===== config.mk =====
export PLATFORM = sky130hd
export DESIGN_NAME = cacheline_adaptor
export DESIGN_NICKNAME = d
export VERILOG_FILES = /design/src/rtl/cacheline_adaptor.sv
export SDC_FILE = /design/constraint.sdc
export NUM_CORES = 1
export LEC_CHECK = 0
export CAP_MARGIN = 10
export CORE_AREA = 2 2 278 280
export CTS_CLUSTER_DIAMETER = 100
export DETAILED_ROUTE_END_ITERATION = 10
export DIE_AREA = 0 0 280 282
export SYNTH_ARGS = -nofsm -noshare
export SYNTH_HDL_FRONTEND = slang
export SYNTH_SLANG_ARGS = --single-unit

===== constraint.sdc =====
create_clock -name clk -period 8.3 [get_ports clk]
set_clock_uncertainty 0.2 [all_clocks]
set_input_delay 2.49 -clock clk [delete_from_list [all_inputs] [get_ports clk]]
set_output_delay 2.49 -clock clk [all_outputs]
set_load 0.02 [all_outputs]

===== src/rtl/cacheline_adaptor.sv =====
// Bridges a 256-bit cache line port to a 64-bit, four-beat physical memory burst port.
// It assembles read beats into a fill line and slices a latched line into write beats.
module cacheline_adaptor (
   input  logic         clk,
   input  logic         rst,

   input  logic [255:0] line_i,
   output logic [255:0] line_o,
   input  logic [31:0]  address_i,
   input  logic         read_i,
   input  logic         write_i,
   output logic         resp_o,

   input  logic [63:0]  burst_i,
   output logic [63:0]  burst_o,
   output logic [31:0]  address_o,
   output logic         read_o,
   output logic         write_o,
   input  logic         resp_i
);

   typedef enum logic [1:0] {
      IDLE = 2'd0,
      RD   = 2'd1,
      WR   = 2'd2,
      DONE = 2'd3
   } state_t;

   state_t       state;
   state_t       state_nxt;
   logic [1:0]   cnt;
   logic [31:0]  addr_q;
   logic [255:0] wline_q;

   // State register
   always_ff @(posedge clk) begin
      if (rst) begin
         state <= IDLE;
      end else begin
         state <= state_nxt;
      end
   end

   // Next-state logic; a simultaneous read and write resolves to the write
   always_comb begin
      state_nxt = state;
      case (state)
         IDLE: begin
            if (write_i) begin
               state_nxt = WR;
            end else if (read_i) begin
               state_nxt = RD;
            end
         end
         RD: begin
            if (resp_i && (cnt == 2'd3)) begin
               state_nxt = DONE;
            end
         end
         WR: begin
            if (resp_i && (cnt == 2'd3)) begin
               state_nxt = DONE;
            end
         end
         DONE: begin
            state_nxt = IDLE;
         end
         default: begin
            state_nxt = IDLE;
         end
      endcase
   end

   // Datapath: request latch, beat counter and fill-line assembly
   always_ff @(posedge clk) begin
      if (rst) begin
         cnt     <= 2'd0;
         addr_q  <= 32'd0;
         wline_q <= 256'd0;
         line_o  <= 256'd0;
      end else begin
         case (state)
            IDLE: begin
               if (write_i) begin
                  wline_q <= line_i;
                  addr_q  <= {address_i[31:5], 5'b0};
                  cnt     <= 2'd0;
               end else if (read_i) begin
                  addr_q  <= {address_i[31:5], 5'b0};
                  cnt     <= 2'd0;
               end
            end
            RD: begin
               if (resp_i) begin
                  line_o[{cnt, 6'b0} +: 64] <= burst_i;
                  cnt <= cnt + 2'd1;
               end
            end
            WR: begin
               if (resp_i) begin
                  cnt <= cnt + 2'd1;
               end
            end
            default: begin
            end
         endcase
      end
   end

   // Outputs decoded from registered state only
   always_comb begin
      read_o    = (state == RD);
      write_o   = (state == WR);
      resp_o    = (state == DONE);
      address_o = addr_q;
      burst_o   = wline_q[{cnt, 6'b0} +: 64];
   end

endmodule

==> metrics.cfg <==
[pwr]
max-vdd-ir-drop_mv = 0.232
p_leak_nw = 10.4
p_per_area_nw_per_um2 = 260

[layout]
drive_gt1_share_pct = 7.34
area_growth_syn_to_layout_pct = 47.1
final_area_um2 = 30500
fin_nets = 3355
n_fill_cell = 7675

[sta]
grt_setup_unrepaired = no
setup-tns-final_ps = 0
tightest_slew_ps = 1150
hold_viol = 0
fmax_ghz = 0.172
period_share_pct = 70.1
setup_violations = 0
maxSlewViolCount = 0
maxSlewHeadroom_pct = 23.1
min_period_ps = 5820

[worst_setup_path]
max_stage_delay_ps = 820
worstPathMaxFanout = 45
crit_slowest_cell = dfxtp_4
required_ps = 5610
critPathKind = reg -> out
path_cells = buf_4 > mux4_2 > clkdlybuf4s50_1
cp-start-kind = register
setup.worst_path.end_class = output port
crit_arrival_ps = 3130

[global_routing]
grt_pass1_vias = 18600
grt_max_degree = 199
overflow = 0
grt_pass1_wl_um = 120000
grt_usage_pct = 20.0
grt_antenna_before_repair = 21

[synth]
syn_inst = 2420
ys_seq_area_share_pct = 52.5
syn_avg_cell_area_um2 = 8.56
ys_types = 37
synthArstFlopShare_pct = 0
synth_seq_cells = 543
synthFlopType = dfxtp_1
synth-edff-count = 0
syn_area_um2 = 20700
synth_warnings = 0

[clocking]
htree_levels = 2
cts-resized-gates = 0
path_clk_slew_ps = 60
cts_setup_buffers = 0
cts_buffer_depth = 3
cts_num_sinks = 543
numCtsBuffers = 61
clk_latency_ps = 610
root_buffer = clkbuf_16
cts_tree = done
ctsHoldBuffers = 0

[routing]
vias_per_cell = 4.84
drt_first_pass_iters = 8
drc = 0
detail_route.iter0.violations = 1337
ant_nets = 0
wl_um = 83000
num_vias = 19500
wire_per_inst_um = 20.6

[floorplanning]
rows = 101
dieArea_um2 = 79000
die_h_um = 282
ioPinCount = 712
die_x_um = 280
initial_core_util_pct = 27.4
core_um2 = 75700

[placement]
place_hpwl_um = 55500
place_area_um2 = 28300
gp_congestion = 0.882
numPortBuffers = 701

[job]
maxCapViolations = 0

[status]
status = completed

[worst_hold_path]
min_path_type = reg -> reg

where the power goes:
part	switching (W)	internal, W
Combinational	0.00124	0.000809
Sequential	0.000148	0.00289
Clock	0.00113	0.00171
cell usage after synthesis, types with 5 or more instances:
cell,number,area (um2)
a21oi_1,430,2150
a21oi_2,10,87.6
nor2_1,65,244
clkbuf_1,126,473
nand3_2,10,100
mux4_2,64,1440
buf_2,61,305
o21ai_1,11,55.1
ha_1,10,125
buf_4,6,45.0
nand2_1,746,2800
dfxtp_1,543,10900
o21ai_0,29,145
inv_1,5,18.8
buf_6,7,78.8
nand3_1,185,926
buf_1,21,78.8
a32oi_1,64,561
flip-flops by register name, indices dropped and copies added, names as in the netlist:
register,count
cnt,2
wline_q,256
state,2
line_o,256
address_o,27
stage by stage:
stage	std cells	total power, W	hold slack (ps)	worst slack [ps]	util (%)
2_1_floorplan	2424	0.00432	233	4190	-
3_3_place_gp	3903	0.00515	238	2950	37.4
3_5_place_dp	3903	0.00516	243	2950	37.4
4_1_cts	4016	0.00803	250	2410	40.2
5_1_grt	4035	0.00832	262	2400	40.3
6_report	4036	0.00794	248	2480	40.3
logic make-up (layout without fill, tap and decap cells):
| group | count (synthesis) | after routing | synth area share (%) |
|---|---|---|---|
| multiplexers | 64 | 64 | 6.96 |
| AO/OA/AOI/OAI | 551 | 551 | 14.8 |
| flip-flops | 543 | 543 | 52.5 |
| other | 1 | 25 | 0.0181 |
| AND/OR/NAND/NOR | 1025 | 1025 | 20.4 |
| buffers and inverters | 226 | 840 | 4.82 |
| adder cells (fa/ha/maj) | 10 | 10 | 0.604 |
layout by cell type (no fill, tap or decap), types with 3 or more instances in the layout:
master,instances
a21oi_1,430
a21oi_2,10
a32oi_1,64
and3_2,3
buf_12,5
buf_4,16
bufinv_16,7
clkbuf_1,15
clkbuf_16,63
clkbuf_8,12
clkdlybuf4s50_1,700
clkinv_2,9
clkinvlp_4,3
conb_1,5
dfxtp_1,541
diode_2,20
ha_1,10
inv_1,4
mux4_2,64
nand2_1,745
nand3_1,181
nand3_2,13
nor2_1,65
o21ai_0,29
o21ai_1,10
worst paths after layout:
path	depth (start not counted)	endpoint	slack (ps)	from
worst max-delay path	3	burst_o[62]	2480	cnt[1]
worst min-delay path	2	line_o[254]	250	line_o[254]
worst max register to register	6	line_o[244]	4510	cnt[1]
worst min register to register	2	line_o[254]	250	line_o[254]
cell type report:
| class | count | area, um2 | area share [%] |
|---|---|---|---|
| Tap cell | 978 | 1220 | 4.02 |
| Timing Repair Buffer | 722 | 7240 | 23.8 |
| Sequential cell | 543 | 10900 | 35.7 |
| Clock buffer | 90 | 1800 | 5.90 |
| Clock inverter | 23 | 315 | 1.03 |
| Inverter | 5 | 18.8 | 0.0616 |
| Multi-Input combinational cell | 1655 | 8950 | 29.4 |
| Antenna cell | 20 | 50.0 | 0.164 |
critical path, delay by kind of cell, from the launching register on:
kind | cells | cell delay, ps
buf+inv | 2 | 1120
mux | 1 | 440
flops | 1 | 820
layer usage:
| layer | wire, um | track usage, % | vias to the layer above |
|---|---|---|---|
| met5 | 13 | 0 | - |
| met4 | 3660 | 10.4 | 2 |
| met3 | 5720 | 4.47 | 177 |
| met2 | 38500 | 31.3 | 670 |
| met1 | 35100 | 25.9 | 9290 |
| li1 | - | - | 9401 |
Power figures use the tool's default switching activity.
